<file path="config.mk">
export PLATFORM = sky130hd
export DESIGN_NAME = pc_unit
export DESIGN_NICKNAME = d
export VERILOG_FILES = /design/src/rtl/pc_unit.sv
export SDC_FILE = /design/constraint.sdc
export NUM_CORES = 1
export LEC_CHECK = 0
export ABC_AREA = 1
export CAP_MARGIN = 20
export CORE_UTILIZATION = 44
export CTS_BUF_LIST = sky130_fd_sc_hd__clkbuf_8
export CTS_CLUSTER_DIAMETER = 100
export CTS_CLUSTER_SIZE = 25
export DETAILED_ROUTE_END_ITERATION = 12
export PLACE_DENSITY = 0.82
export SLEW_MARGIN = 30
export SYNTH_ARGS = -nofsm -noshare
export SYNTH_HDL_FRONTEND = slang
export SYNTH_SLANG_ARGS = --single-unit
</file>
<file path="constraint.sdc">
create_clock -name clk -period 3.5 [get_ports clk]
set_input_delay 0.525 -clock clk [delete_from_list [all_inputs] [get_ports clk]]
set_output_delay 0.525 -clock clk [all_outputs]
set_load 0.005 [all_outputs]
</file>
<file path="src/rtl/pc_unit.sv">
// pc_unit -- program-counter unit for the single-cycle CPU.
//
// Holds the PC register and selects the next PC from four sources: sequential,
// PC-relative branch, pseudo-absolute jump and register target. It also provides
// a stall input, a sticky HALTED state that only reset leaves, and a trap on a
// misaligned register target. The trap redirects to TRAP_VECTOR and records the
// faulting PC in epc.
//
// Ports:
//   clk         clock; all state changes on the rising edge
//   reset       synchronous, active-high reset
//   PCWre       PC write enable (0 = stall)
//   PCSrc       next-PC select: 00 seq, 01 branch, 10 jump, 11 register
//   imm         signed branch offset, in instructions
//   jumpTarget  jump target field, in instructions
//   regTarget   register-sourced target, in bytes
//   halt        halt request
//   pc          current PC (registered), drives the instruction-memory address
//   pcPlus      pc + INSTR_BYTES (combinational)
//   epc         PC of the instruction that caused the last trap (registered)
//   trap        one-cycle trap pulse (registered)
//   halted      high while in the HALTED state (registered)

module pc_unit #(
  parameter int               WIDTH        = 32,
  parameter logic [WIDTH-1:0] RESET_VECTOR = 32'h0000_0000,
  parameter logic [WIDTH-1:0] TRAP_VECTOR  = 32'h0000_0080,
  parameter int               INSTR_BYTES  = 4,
  parameter int               IMM_W        = 16,
  parameter int               JT_W         = 26
) (
  input  logic             clk,
  input  logic             reset,
  input  logic             PCWre,
  input  logic [1:0]       PCSrc,
  input  logic [IMM_W-1:0] imm,
  input  logic [JT_W-1:0]  jumpTarget,
  input  logic [WIDTH-1:0] regTarget,
  input  logic             halt,
  output logic [WIDTH-1:0] pc,
  output logic [WIDTH-1:0] pcPlus,
  output logic [WIDTH-1:0] epc,
  output logic             trap,
  output logic             halted
);

  localparam int ALIGN = $clog2(INSTR_BYTES);

  // Low address bits that must be zero for an aligned target. A mask rather
  // than a part-select keeps ALIGN = 0 legal (mask is then all zeros).
  localparam logic [WIDTH-1:0] ALIGN_MASK = WIDTH'(INSTR_BYTES - 1);

  // Bits of pcPlus that survive into a jump target (the region above the
  // jump field and its alignment bits).
  localparam logic [WIDTH-1:0] JUMP_HI_MASK =
    ~((WIDTH'(1) << (JT_W + ALIGN)) - WIDTH'(1));

  typedef enum logic {
    RUN    = 1'b0,
    HALTED = 1'b1
  } state_t;

  typedef enum logic [1:0] {
    SRC_SEQ    = 2'b00,
    SRC_BRANCH = 2'b01,
    SRC_JUMP   = 2'b10,
    SRC_REG    = 2'b11
  } src_t;

  state_t           state, state_next;
  logic [WIDTH-1:0] pc_q, pc_next;
  logic [WIDTH-1:0] epc_q, epc_next;
  logic             trap_q, trap_next;

  logic [WIDTH-1:0] pc_plus;
  logic [WIDTH-1:0] branch_offset;
  logic [WIDTH-1:0] branch_target;
  logic [WIDTH-1:0] jump_target;
  logic [WIDTH-1:0] candidate;
  logic             misaligned;

  // ---------------------------------------------------------------------------
  // Next-PC candidates (all arithmetic wraps modulo 2^WIDTH)
  // ---------------------------------------------------------------------------
  assign pc_plus       = pc_q + WIDTH'(INSTR_BYTES);
  assign branch_offset = {{(WIDTH-IMM_W){imm[IMM_W-1]}}, imm} << ALIGN;
  assign branch_target = pc_plus + branch_offset;
  assign jump_target   = (pc_plus & JUMP_HI_MASK) | (WIDTH'(jumpTarget) << ALIGN);

  // NOTE: every signal written in an always_comb gets a default first, so no
  // path through the block leaves it unassigned and no latch is inferred.
  always_comb begin
    candidate = pc_plus;
    unique case (src_t'(PCSrc))
      SRC_SEQ:    candidate = pc_plus;
      SRC_BRANCH: candidate = branch_target;
      SRC_JUMP:   candidate = jump_target;
      SRC_REG:    candidate = regTarget;
    endcase
  end

  // Branch and jump targets are aligned by construction; only a register
  // target can carry nonzero low bits.
  assign misaligned = (candidate & ALIGN_MASK) != '0;

  // ---------------------------------------------------------------------------
  // FSM process 1: state register (synchronous reset beats everything)
  // ---------------------------------------------------------------------------
  // NOTE: sequential state uses non-blocking assignments so every flop samples
  // the pre-edge values, independent of statement order.
  always_ff @(posedge clk) begin
    if (reset) begin
      state  <= RUN;
      pc_q   <= RESET_VECTOR;
      epc_q  <= '0;
      trap_q <= 1'b0;
    end else begin
      state  <= state_next;
      pc_q   <= pc_next;
      epc_q  <= epc_next;
      trap_q <= trap_next;
    end
  end

  // ---------------------------------------------------------------------------
  // FSM process 2: next-state logic
  // Priority below reset: HALTED hold, stall, halt, misaligned trap, update.
  // ---------------------------------------------------------------------------
  always_comb begin
    state_next = state;
    pc_next    = pc_q;
    epc_next   = epc_q;
    trap_next  = 1'b0;
    unique case (state)
      HALTED: begin
        // Sticky: hold everything until reset.
      end
      RUN: begin
        // A stall (PCWre=0) holds pc/epc and ignores halt and PCSrc.
        if (PCWre) begin
          if (halt) begin
            // Halt wins over a misaligned target in the same cycle.
            state_next = HALTED;
          end else if (misaligned) begin
            pc_next   = TRAP_VECTOR;
            epc_next  = pc_q;
            trap_next = 1'b1;
          end else begin
            pc_next = candidate;
          end
        end
      end
    endcase
  end

  // ---------------------------------------------------------------------------
  // FSM process 3: outputs (all derived from registers except pcPlus)
  // ---------------------------------------------------------------------------
  always_comb begin
    pc     = pc_q;
    pcPlus = pc_plus;
    epc    = epc_q;
    trap   = trap_q;
    halted = (state == HALTED);
  end

endmodule

</file>
### Yosys cells after proc, flatten, opt, wreduce, memory -nomap -nowiden

Index checks and enable logic that the tools add are counted.

| word-level totals | value |
|---|---|
| flip-flop bits (word level) | 66 |
| bits of input ports | 80 |

| operators by class | value |
|---|---|
| add/subtract/negate cells | 2 |
| eq/ne operators | 3 |
| mux-type cells | 6 |
| bitwise logic cells | 4 |
| reduce and logical (&&, ||, !) cells | 5 |

Operator list:

| cell | count |
|---|---|
| one-hot mux 32 bit (4 select lines) | 1 |
| adder 32 x 3 -> 32 bit (second input constant) | 1 |
| adder 32 bit | 1 |
| 2-to-1 mux 32 bit | 1 |
| bitwise OR 32 x 28 -> 32 bit | 1 |
| nonzero test 32 bit | 1 |
| equality test 2 bit (second input constant) | 2 |
| 2-to-1 mux 1 bit | 4 |
| AND reduction 4 bit | 1 |
| OR reduction 4 bit | 1 |
| NOT 1 bit | 3 |
| AND reduction 3 bit | 1 |
| equality test 2 x 1 -> 1 bit (second input constant) | 1 |
| zero test 2 bit | 1 |

### Logic depth before layout (Yosys ltp)

Gate-level depths: netlist of run 1.

| logic depth | value |
|---|---|
| word-level depth | 5 |
| depth in mapped cells | 25 |
| depth with buffers taken out | 25 |

### Least setup slack after synthesis of run 1

Ideal clock, no wire load.

| path | value |
|---|---|
| path kind | register -> register |
| start | reg pc_q[3] (netlist: pc[3]) |
| end | reg pc_q[31] (netlist: pc[31]) |
| arrival | 2.766 ns |
| required time | 3.368 ns |
| setup slack | 0.602 ns |
| stages on the path, launching flop included | 21 |
| path buffers | 0 |
| period minus slack after synthesis | 2.898 ns |
| path through | dfxtp_1 ha_1 nand2_1 nor2_1 nand2_1 nor3_1 nand4_1 xor2_1 inv_1 ha_1 nand2_1 nor2_1 nand2_1 nor3_1 nand2_1 nand2_1 nand2_1 nand3_1 nand2_1 nand2_1 a21oi_1 |

| on the way | value |
|---|---|
| longest elaborated chain between the ends | 4 |

RTL lines:

| what | line | text |
|---|---|---|
| from (decl) | 71 | `logic [WIDTH-1:0] pc_q, pc_next;` |
| from (signal assigned) | 119 | `pc_q <= pc_next;` |
| adder 32 x 3 -> 32 bit | 85 | `assign pc_plus = pc_q + WIDTH'(INSTR_BYTES);` |
| via pcPlus[20] | 41 | `output logic [WIDTH-1:0] pcPlus,` |
| adder 32 bit | 87 | `assign branch_target = pc_plus + branch_offset;` |
| one-hot mux 32 bit (4 select lines) | 94 | `unique case (src_t'(PCSrc))` |
| 2-to-1 mux 32 bit | 144 | `end else if (misaligned) begin` |

The timed path passes the listed nets, and every way through them passes these cells.
A chain may end at the register's enable or synchronous reset.

### Worst setup path after layout of run 1

| path | value |
|---|---|
| start | reg pc_q[2] (netlist: pc[2]) |
| end | reg pc_q[25] (netlist: pc[25]) |

| on the way | value |
|---|---|
| longest elaborated chain between the ends | 4 |

RTL lines:

| what | line |
|---|---|
| adder 32 x 3 -> 32 bit * | 85 |
| adder 32 bit | 87 |
| one-hot mux 32 bit (4 select lines) * | 94 |
| 2-to-1 mux 32 bit * | 144 |

Mark *: on every way between the ends. The rest lies on a longest branch, timed or not.

==> metrics.md, run 1 <==
| Metric | Value |
|---|---|
| Final non-filler cell total | `1441` |
| CP startpoint | `pc[2]$_SDFFE_PP0P_` |
| Post-synth EDFFs | `0` |
| Setup crit end | `pc[25]$_SDFFE_PP0P_` |
| Syn Inst Count | `1073` |
| Final Cycle Share | `93.7%` |
| FP Rows | `42` |
| Critical path arrival | `3570 ps` |
| Port Buffers | `roughly 180` |
| Hpwl dp | `17700 µm` |
| Leakage | `4.12 nW` |
| Slew headroom | `46.9%` |
| Die height | `120 µm` |
| Max-Cap Viols | `0` |
| Register area | `1320 µm²` |
| Vias | `7487` |
| R2r startpoint | `pc[2]$_SDFFE_PP0P_` |
| Total CTS buffers | `9` |
| Placed cell area | `8200 µm²` |
| Share of cells above drive strength 1 | `7.51%` |
| Critical path peak fanout | `5` |
| Fin area | `8510 µm²` |
| Fillers | `roughly 1.3k` |
| Clk_lat worst skew | `370 ps` |
| Final ANT Viol Nets | `0` |
| DR WL/cell | `15.5 µm` |
| FF-to-FF End | `pc[25]$_SDFFE_PP0P_` |
| Crit. End Element | `flip-flop` |
| Residual DRC | `0` |
| Core footprint | `13400 µm²` |
| Total Neg Setup Slack | `0 ps` |
| Die width | `120 µm` |
| Final Setup Violations | `0` |
| Final GP Congestion | `0.950` |
| CTS Root Cell | `clkbuf_8` |
| CTS tree | `built` |
| Area Growth Syn to Fin | `39.6%` |
| Hold slack | `480 ps` |
| I/O pin count | `roughly 180` |
| Seq/Total Area, Yosys | `21.7%` |
| Footprint of the multi-input gates | `4140 µm²` |
| Mean area per synthesized cell | `~5.7 µm²` |
| Deepest clock path buffer count | `2` |
| Clock sink count | `66` |
| Power per cell area | `261 nW/µm²` |
| Die ar. | `roughly 14000 µm²` |
| Initial antenna violation count | `0` |
| Drt total wl | `22300 µm` |
| Max-slew violations | `0` |
| Initial Util | `45.5%` |
| Pin count of the biggest net entering global routing | `48` |
| Final #Nets | `1377` |
| Startpoint Class | `flip-flop` |
| Dominant synthesized flop cell | `dfxtp_1` |
| Worst R2R Path Depth | `17` |
| FFs w/ async S/R, synth | `0%` |
| R2R Setup Slk | `220 ps` |
| Syn_nets | `1190` |
| H-Tree Depth | `3` |
| Worst Clk Skew | `8.97 ps` |
| Post-Syn Area | `6100 µm²` |
| # diodes | `0` |
| Setup bufs post-CTS | `0` |
| Overflow after GRT | `0` |
| Total track usage | `between 30% and 40%` |
| First DRT Iteration DRCs | `about 620` |
| Vias in the first global route | `just under 7k` |
| DR vias/cell | `~5.2` |
| Drt pass-1 iters | `5` |
| Worst-margin pin slew | `796 ps` |
| Fmax | `0.305 GHz` |
| Minimum clock period | `3280 ps` |
| Critical Path RT | `3790 ps` |
| Hold-fix buffers, CTS | `0` |
| Ys Warns | `0` |
| Design Power | `2.22 mW` |
| CTS resizes | `0` |
| Hold Vio Cnt, Final | `0` |
| Placed insts | `1425` |
| WS Path Type | `reg -> reg` |
| Yosys reg bits | `66` |
| Status | `complete, no violations` |
| Max VDD drop | `0.000203 V` |
| First-pass GRT wire length | `35000 µm` |
| Unique masters post-synth | `37` |
| HP Class | `reg -> reg` |
| Clock transition at path regs | `70 ps` |
[kinds of logic (layout without fill, tap and decap cells)]
logic type,Yosys count,in the layout,share of synthesized area [%]
xor gates and xnor gates,20,20,3.00
AOI/OAI and AO/OA,185,185,16.2
buffers and inverters,187,379,11.9
DFF,66,66,21.7
adders and majority gates,37,37,7.72
and+or+nand+nor,578,578,39.5
[state kept, by name (all words and copies together) (netlist names)]
signal and flops:
halted 1, pc 32, epc 32, trap 1
[area by class of cell]
type                       instances  share of cell area (%)
clock buffer                      10                    1.62
clock inverter                     6                    1.06
inverter                         150                    6.61
multi-input combinational        820                    48.6
sequential                        66                    15.6
tap                              176                    2.59
timing repair buffer             213                    24.0
[critical path, cell delays in order, from the launching register on]
cell	delay (ps)
dfxtp_1	340
ha_1	220
nand2_1	100
nor2_1	280
nand3_1	200
xor2_1	170
inv_1	130
ha_1	410
nand2_1	150
nor2_1	120
inv_1	80
nor3_1	230
nand3_1	170
nand3_2	130
nor2_1	50
o21ai_1	200
nand2_1	90
a21oi_1	140
[where the power goes]
group          internal (mW)  total (mW)  switching [mW]
sequential             0.778       0.806          0.0288
combinational          0.306       0.673           0.367
clock                  0.421       0.740           0.319
total                   1.50        2.22           0.715
[metrics by stage]
stage	utilization, %	setup WS [ps]
5_1_grt	63.5	-8.33
2_1_floorplan	-	602
6_report	63.5	222
3_3_place_gp	61.2	157
3_5_place_dp	61.2	48.6
4_1_cts	62.9	31.1
[worst min-delay path by stage]
stage | from | to | slack [ps] | cells past startpoint
after floorplan | halted$_SDFF_PP0_ | halted$_SDFF_PP0_ | 470 | 2
after global placement | halted$_SDFF_PP0_ | halted$_SDFF_PP0_ | 460 | 2
after detailed placement | halted$_SDFF_PP0_ | halted$_SDFF_PP0_ | 470 | 2
after CTS | halted$_SDFF_PP0_ | halted$_SDFF_PP0_ | 480 | 2
after global routing | halted$_SDFF_PP0_ | halted$_SDFF_PP0_ | 520 | 2
final | halted$_SDFF_PP0_ | halted$_SDFF_PP0_ | 480 | 2
[cells in the mapped netlist, types with 4 or more instances]
master    number  area share, %
o21bai_1       5           0.62
dfxtp_1       66             22
xnor2_1        5           0.72
nand3b_1       4           0.49
clkbuf_1      23            1.4
nand3_1       58            4.8
nor2_1       121            7.4
o211ai_1      12            1.5
buf_2         11           0.90
nor2_4         5           0.92
nand4_1        8           0.82
nand2_2        5           0.51
nor3_1        18            1.5
a21oi_1       89            7.3
nand2_1      344             21
or2_2          7           0.72
o21ai_0       70            5.7
inv_1        144            8.9
xor2_1        14            2.0
ha_1          36            7.4
[cell usage in the layout, fill, tap and decap left out, drive strengths merged, types with 12 or more instances in the layout]
cell and instances:
o21ai 70, clkdlybuf4s50 177, dfxtp 66, xor2 14, nand2 350, o211ai 12
nand3 58, nor2 129, inv 147, a21oi 90, nor3 18, ha 36
buf 36
[per-layer routing]
metal  vias up  wire length [µm]  GRT usage (%)
met5         -                 0              0
met4         0               712           11.3
met3        52              2010           5.56
met2       365             10100           51.2
met1      3297              9440           41.0
li1       3773                 -              -
Power figures use the tool's default switching activity.
==> inputs of run 2 (changes only) <==
--- a/config.mk
+++ b/config.mk
@@ -7,13 +7,13 @@
 export LEC_CHECK = 0
 export ABC_AREA = 1
 export CAP_MARGIN = 20
+export CORE_ASPECT_RATIO = 1.75
 export CORE_UTILIZATION = 44
 export CTS_BUF_LIST = sky130_fd_sc_hd__clkbuf_8
 export CTS_CLUSTER_DIAMETER = 100
 export CTS_CLUSTER_SIZE = 25
 export DETAILED_ROUTE_END_ITERATION = 12
 export PLACE_DENSITY = 0.82
-export SLEW_MARGIN = 30
 export SYNTH_ARGS = -nofsm -noshare
 export SYNTH_HDL_FRONTEND = slang
 export SYNTH_SLANG_ARGS = --single-unit
==> run 2 against run 1 <==
  * Critical path depth up 2
  * Utilization up 0.99 points
  * Clock power down 5.9%
  * Power down 0.84%
  * First-iteration DRC count down 25%
  * Hold slack worse by 8.8 ps
  * Largest cell class unchanged
==> metrics.md, run 2 (synthesis gave the netlist of run 1 again) <==
| Metric | Value |
|---|---|
| Status | `complete, no violations` |
| Minimum clock period | `3360 ps (+80.5 ps)` |
| Total CTS buffers | `9 (unchanged)` |
| Final ANT Viol Nets | `0 (unchanged)` |
| Final GP Congestion | `1.01 (+6.8%)` |
| Clk_lat worst skew | `350 ps (-20 ps)` |
| Vias | `7707 (+2.9%)` |
| Place WS | `-307 ps (-355 ps)` |
| Worst R2R Path Depth | `19 (+2)` |
| Initial Util | `45.3% (-0.18 points)` |
| Max VDD drop | `0.000147 V (-27%)` |
| FP Rows | `56 (+33%)` |
| Worst Clk Skew | `10.1 ps (+1.17 ps)` |
| Fmax | `0.298 GHz (-2.4%)` |
| Initial antenna violation count | `0 (unchanged)` |
| Delay-heaviest family, CP | `simple AND/OR/NAND/NOR gates` |
| Worst Hold Depth | `2 (unchanged)` |
| Finished Core Util | `64.5% (+0.99 points)` |
| Final Setup Violations | `0 (unchanged)` |
| CTS tree | `built` |
| Clock transition at path regs | `70 ps (about the same)` |
| H-Tree Depth | `3 (unchanged)` |
| Critical path peak fanout | `5 (unchanged)` |
| DR vias/cell | `5.30 (+2.1%)` |
| Die width | `91.0 µm (-24%)` |
| Most common cell after layout, fill and taps aside | `nand2_1` |
| Critical path arrival | `3640 ps (+70 ps)` |
| Clock sink count | `66 (unchanged)` |
| HP Class | `reg -> reg` |
| Most frequent cells in the layout | `nand2_1, clkdlybuf4s50_1, inv_1, nor2_1, a21oi_1` |
| Slowest-stage cell, CP | `ha_1` |
| Power per cell area | `254 nW/µm² (-2.7%)` |
| Startpoint Class | `flip-flop` |
| Die height | `158 µm (+32%)` |
| Critical Path RT | `3780 ps (about the same)` |
| Max-slew violations | `0 (unchanged)` |
| Crit. End Element | `flip-flop` |
| First DRT Iteration DRCs | `460 (-25%)` |
| Overflow after GRT | `0 (unchanged)` |
| Die ar. | `14400 µm² (+0.13%)` |
| Cell Chain, Critical Path | `buf_4 -> nand2_1 -> nor2_1 -> nand4_1 -> xor2_1 -> inv_1 -> ha_1 -> nand2_1 -> inv_1 -> a21oi_2 -> nand3_1 -> buf_4 -> nand2_1 -> nand2_1 -> nand2_1 -> nand2_1 -> o21ai_0 -> nand2_1 -> a21oi_1` |
| Leakage | `4.21 nW (+2.2%)` |
| Deepest clock path buffer count | `2 (unchanged)` |
| First-pass GRT wire length | `37600 µm (+7.3%)` |
| # diodes | `0 (unchanged)` |
| Max-Cap Viols | `0 (unchanged)` |
| Final #Nets | `1391 (+1.0%)` |
| Hold Vio Cnt, Final | `0 (unchanged)` |
| I/O pin count | `178 (unchanged)` |
| Port Buffers | `177 (unchanged)` |
| CTS Root Cell | `clkbuf_8` |
| PnR worst setup slack | `141 ps (-80.5 ps)` |
| Slew headroom | `50.0% (+3.2 points)` |
| Pin count of the biggest net entering global routing | `48 (unchanged)` |
| Vias in the first global route | `7333 (+5.8%)` |
| DR WL/cell | `17.0 µm (+9.5%)` |
| Final Cycle Share | `96.0% (+2.3 points)` |
| Area Growth Syn to Fin | `42.3%` |
| Core footprint | `13500 µm² (+0.39%)` |
| Share of cells above drive strength 1 | `9.70% (+2.2 points)` |
| Worst-margin pin slew | `749 ps (-47.2 ps)` |
| Worst path depth | `19 (+2)` |
| Total track usage | `33.7% (+2.4 points)` |
| Hpwl dp | `20100 µm (+14%)` |
| Most used cell, CP | `nand2_1` |
| Max incr delay on CP | `380 ps (-30 ps)` |
| Residual DRC | `0 (unchanged)` |
| Crit path buffers/inverters | `4 (+2)` |
| WS Path Type | `reg -> reg` |
| Drt pass-1 iters | `7 (+2)` |
| Drt total wl | `24600 µm (+10%)` |
==> run 2: changes by cell type in the layout (fill, tap and decap cells not counted), moves of 2 or more <==
cell | previous run | this run
dfxtp_2 | 2 | 4
nand2_1 | 344 | 339
xor2_1 | 12 | 9
nor2_2 | 6 | 4
buf_4 | 36 | 50
dfxtp_1 | 64 | 62
nor3_1 | 14 | 12
nand2_2 | 5 | 10
xor2_2 | 2 | 5
==> run 2: area by class of cell <==
type | count | area [µm²]
fill | 1294 | 4770
multi-input combinational | 820 | 4210
timing repair buffer | 227 | 2150
sequential | 66 | 1330
inverter | 150 | 563
tap | 174 | 218
clock buffer | 9 | 124
clock inverter | 7 | 93.8
==> run 2: report_power, final <==
part | total, mW | leakage, nW | switching (mW) | internal, mW
registers | 0.808 | 0.537 | 0.0301 | 0.778
logic | 0.697 | 3.56 | 0.382 | 0.315
clock network | 0.696 | 0.105 | 0.298 | 0.399
==> run 2: layer usage <==
layer	share of wire (%)	up-vias	global-route usage (%)	wire, µm
met5	0	-	0	0
met2	52	336	64.0	12900
met4	5.8	0	19.2	1430
met3	4.8	90	3.17	1180
li1	-	3802	-	-
met1	37	3479	36.1	9110
==> run 2: final timing paths <==
check                                         start             endpoint  slack, ps
worst min-delay path              halted$_SDFF_PP0_    halted$_SDFF_PP0_        470
worst max-delay path            pc[12]$_SDFFE_PP0P_  pc[22]$_SDFFE_PP0P_        140
worst min register to register    halted$_SDFF_PP0_    halted$_SDFF_PP0_        470
worst max register to register  pc[12]$_SDFFE_PP0P_  pc[22]$_SDFFE_PP0P_        140
==> run 2: timing repair <==
item	in CTS	in global routing
gates resized for setup	5	33
hold buffers	0	0
pin swaps	0	5
endpoints found under the setup margin	7	16
buffers inserted	0	2
==> run 2: tightest hold or removal path, delay by kind of cell (launching register included) <==
family / cells / cell delay [ps]
flops: 1 / 310
compound gates: 1 / 60
buf+inv: 1 / 60
==> run 2: through the flow <==
stage	total power [mW]	cell area, µm²	hold WS [ps]	setup TNS [ps]	cells
after detailed placement	1.49	8290	461	-321	1435
after global placement	1.49	8290	458	-463	1435
after global routing	2.32	8680	517	-316	1453
after floorplan	1.16	6100	466	0	1073
final	2.20	8680	472	0	1453
after CTS	2.19	8520	472	-29.0	1451
==> inputs of run 3 (changes only) <==
--- a/config.mk
+++ b/config.mk
@@ -8,12 +8,12 @@
 export ABC_AREA = 1
 export CAP_MARGIN = 20
 export CORE_ASPECT_RATIO = 1.75
-export CORE_UTILIZATION = 44
+export CORE_UTILIZATION = 50
 export CTS_BUF_LIST = sky130_fd_sc_hd__clkbuf_8
 export CTS_CLUSTER_DIAMETER = 100
 export CTS_CLUSTER_SIZE = 25
 export DETAILED_ROUTE_END_ITERATION = 12
-export PLACE_DENSITY = 0.82
+export PLACE_DENSITY = 0.91
 export SYNTH_ARGS = -nofsm -noshare
 export SYNTH_HDL_FRONTEND = slang
 export SYNTH_SLANG_ARGS = --single-unit
==> run 3 against run 2 <==
  * Sequential power hardly changed
  * Fmax down 0.47%
  * Sequential cell count did not move
  * Critical path depth grew 2
  * First-iteration DRC count increased by 48%
  * Via count up 4.9%
  * Cell count shrank 2.8%
  * Power is 1.3% higher
  * Clock power grew 3%
  * Wire length up 1.9%
  * Clock-buffer cell count unchanged
  * Sequential share of layout area about the same
  * Critical path type unchanged
==> metrics.md, run 3 (synthesis gave the netlist of run 1 again) <==
| Metric | Value |
|---|---|
| Total Neg Setup Slack | `0 ps (unchanged)` |
| Max-Cap Viols | `0 (unchanged)` |
| DR vias/cell | `5.72 (+7.9%)` |
| Residual DRC | `0 (unchanged)` |
| Final Setup Violations | `0 (unchanged)` |
| Register area | `1320 µm² (-0.28%)` |
| Most frequent cells in the layout | `nand2_1, clkdlybuf4s50_1, inv_1, nor2_1, a21oi_1` |
| Critical path arrival | `3610 ps (-30 ps)` |
| First-pass GRT wire length | `37700 µm (+0.31%)` |
| Hold Vio Cnt, Final | `0 (unchanged)` |
| Startpoint Class | `flip-flop` |
| Worst R2R Path Depth | `21 (+2)` |
| CTS Root Cell | `clkbuf_8` |
| Initial antenna violation count | `0 (unchanged)` |
| R2r startpoint | `pc[2]$_SDFFE_PP0P_` |
| Share of cells above drive strength 1 | `9.33% (-0.37 points)` |
| HP Class | `reg -> reg` |
| Vias in the first global route | `7564 (+3.2%)` |
| Status | `complete, no violations` |
| Area Growth Syn to Fin | `41.9%` |
| Design Power | `2.23 mW (+1.3%)` |
| Vias | `8086 (+4.9%)` |
| Core footprint | `11900 µm² (-11%)` |
| Fillers | `996 (-23%)` |
| Max-slew violations | `0 (unchanged)` |
| Slowest-stage cell, CP | `dfxtp_1` |
| Crit. End Element | `flip-flop` |
| FP Rows | `53 (-5.4%)` |
| Worst Clk Skew | `17.6 ps (+7.48 ps)` |
| # diodes | `0 (unchanged)` |
| First DRT Iteration DRCs | `679 (+48%)` |
| Clock sink count | `66 (unchanged)` |
| Die ar. | `12700 µm² (-12%)` |
| Power per cell area | `258 nW/µm² (+1.6%)` |
| Worst Hold Depth | `2 (unchanged)` |
| Total track usage | `38.7% (+5.1 points)` |
| Drt total wl | `25100 µm (+1.9%)` |
| Most common cell after layout, fill and taps aside | `nand2_1` |
| Drt pass-1 iters | `8 (+1)` |
| Final ANT Viol Nets | `0 (unchanged)` |
| CTS tree | `built` |
| R2R Setup Slk | `130 ps (-20 ps)` |
| Hold slack | `485 ps (+13.9 ps)` |
| Clk_lat worst skew | `360 ps (about the same)` |
| Die height | `148 µm (-6.1%)` |
| Worst-margin pin slew | `725 ps (-23.4 ps)` |
| H-Tree Depth | `3 (unchanged)` |
| Max incr delay on CP | `340 ps (-40 ps)` |
| Final #Nets | `1389 (-0.14%)` |
| RSZ-0062 raised after global routing | `true` |
| Max VDD drop | `0.000152 V (+3.2%)` |
| Overflow after GRT | `0 (unchanged)` |
| HP Start | `halted$_SDFF_PP0_` |
| Port Buffers | `177 (unchanged)` |
| Final Cycle Share | `96.4% (+0.45 points)` |
| Deepest clock path buffer count | `2 (unchanged)` |
| Most used cell, CP | `nand2_1` |
| DR WL/cell | `17.8 µm (+4.8%)` |
| Final GP Congestion | `1.06 (+4.7%)` |
| WS Path Type | `reg -> reg` |
| FF-to-FF End | `pc[29]$_SDFFE_PP0P_` |
| Placed insts | `1397 (-2.6%)` |
| Die width | `85.5 µm (-6.1%)` |
| Clock transition at path regs | `80 ps (about the same)` |
| Final non-filler cell total | `1413 (-2.8%)` |
| Leakage | `4.18 nW (-0.71%)` |
| Slew headroom | `51.6% (+1.6 points)` |
| Fmax | `0.296 GHz (-0.47%)` |
| Pin count of the biggest net entering global routing | `33 (-31%)` |
| Initial Util | `51.1% (+5.8 points)` |
| Critical Path RT | `3730 ps (-50 ps)` |
| Minimum clock period | `3370 ps (+15.9 ps)` |
| Footprint of the multi-input gates | `4230 µm² (+0.62%)` |
| Hold-fix buffers, CTS | `0 (unchanged)` |
| Total CTS buffers | `9 (unchanged)` |
| Hpwl dp | `19300 µm (-4.1%)` |
| Min-Delay Endpoint | `halted$_SDFF_PP0_` |
| I/O pin count | `178 (unchanged)` |
| Critical path peak fanout | `5 (unchanged)` |
| Cell Chain, Critical Path | `ha_1 -> nand2_1 -> nor2_2 -> nand2_1 -> nor3_2 -> nand4_1 -> xor2_2 -> inv_1 -> ha_4 -> nand2_1 -> inv_1 -> nand2_1 -> nor2_2 -> and2_1 -> nand2_1 -> nand2_1 -> nand2_1 -> nand3_1 -> nand3_1 -> nand2_1 -> a21oi_1` |
## run 3: cell types whose count changed in the layout (fill, tap and decap cells not counted), sizes merged
cell    change
buf         -2
clkinv      -1
## run 3: stage by stage
| stage | worst slack (ps) | util [%] | cell area, µm² |
|---|---|---|---|
| 3_5_place_dp | 64.0 | 69.1 | 8240 |
| 6_report | 125 | 72.5 | 8650 |
| 5_1_grt | -108 | 72.5 | 8650 |
| 2_1_floorplan | 602 | - | 6100 |
| 3_3_place_gp | 83.7 | 69.1 | 8240 |
| 4_1_cts | 36.6 | 70.9 | 8460 |
## run 3: cell type report
type	count	share of cell area, %
clock buffer	9	1.43
clock inverter	6	1.07
inverter	150	6.51
multi-input combinational	820	48.9
sequential	66	15.3
tap	137	1.98
timing repair buffer	225	24.8
## run 3: repair_timing
action	CTS	global route
buffers inserted	0	1
resized for setup	0	35
endpoints found under the setup margin	0	19
## run 3: critical path, delay by kind of cell (launching register included)
kind | cells | cell delay, ps
simple gates | 15 | 1880
fa+ha+maj | 2 | 520
flops | 1 | 340
xor+xnor | 1 | 270
buf+inv | 2 | 190
compound gates | 1 | 60
## run 3: worst max path at each step
stage	startpoint	end	slack (ps)	cells past startpoint
finish	pc[2]$_SDFFE_PP0P_	pc[29]$_SDFFE_PP0P_	130	21
global route	pc[8]$_SDFFE_PP0P_	pc[15]$_SDFFE_PP0P_	-110	17
CTS	pc[8]$_SDFFE_PP0P_	pc[29]$_SDFFE_PP0P_	40	17
detailed placement	pc[8]$_SDFFE_PP0P_	pc[29]$_SDFFE_PP0P_	60	18
global placement	pc[8]$_SDFFE_PP0P_	pc[31]$_SDFFE_PP0P_	80	19
floorplan	pc[3]$_SDFFE_PP0P_	pc[31]$_SDFFE_PP0P_	600	20
## run 3: report_power, final
part / switching [mW] / internal, mW / leakage (nW) / total (mW)
logic: 0.389 / 0.318 / 3.54 / 0.707
registers: 0.0298 / 0.778 / 0.536 / 0.807
clock network: 0.316 / 0.399 / 0.102 / 0.715
total: 0.735 / 1.49 / 4.18 / 2.23
## run 3: metal layers
| metal | global-route usage, % | up-vias | part of all wire, % |
|---|---|---|---|
| met5 | 0 | - | 0 |
| met4 | 29.6 | 0 | 8.8 |
| met3 | 7.88 | 171 | 8.3 |
| met2 | 67.0 | 504 | 49 |
| met1 | 40.6 | 3612 | 34 |
| li1 | - | 3799 | - |
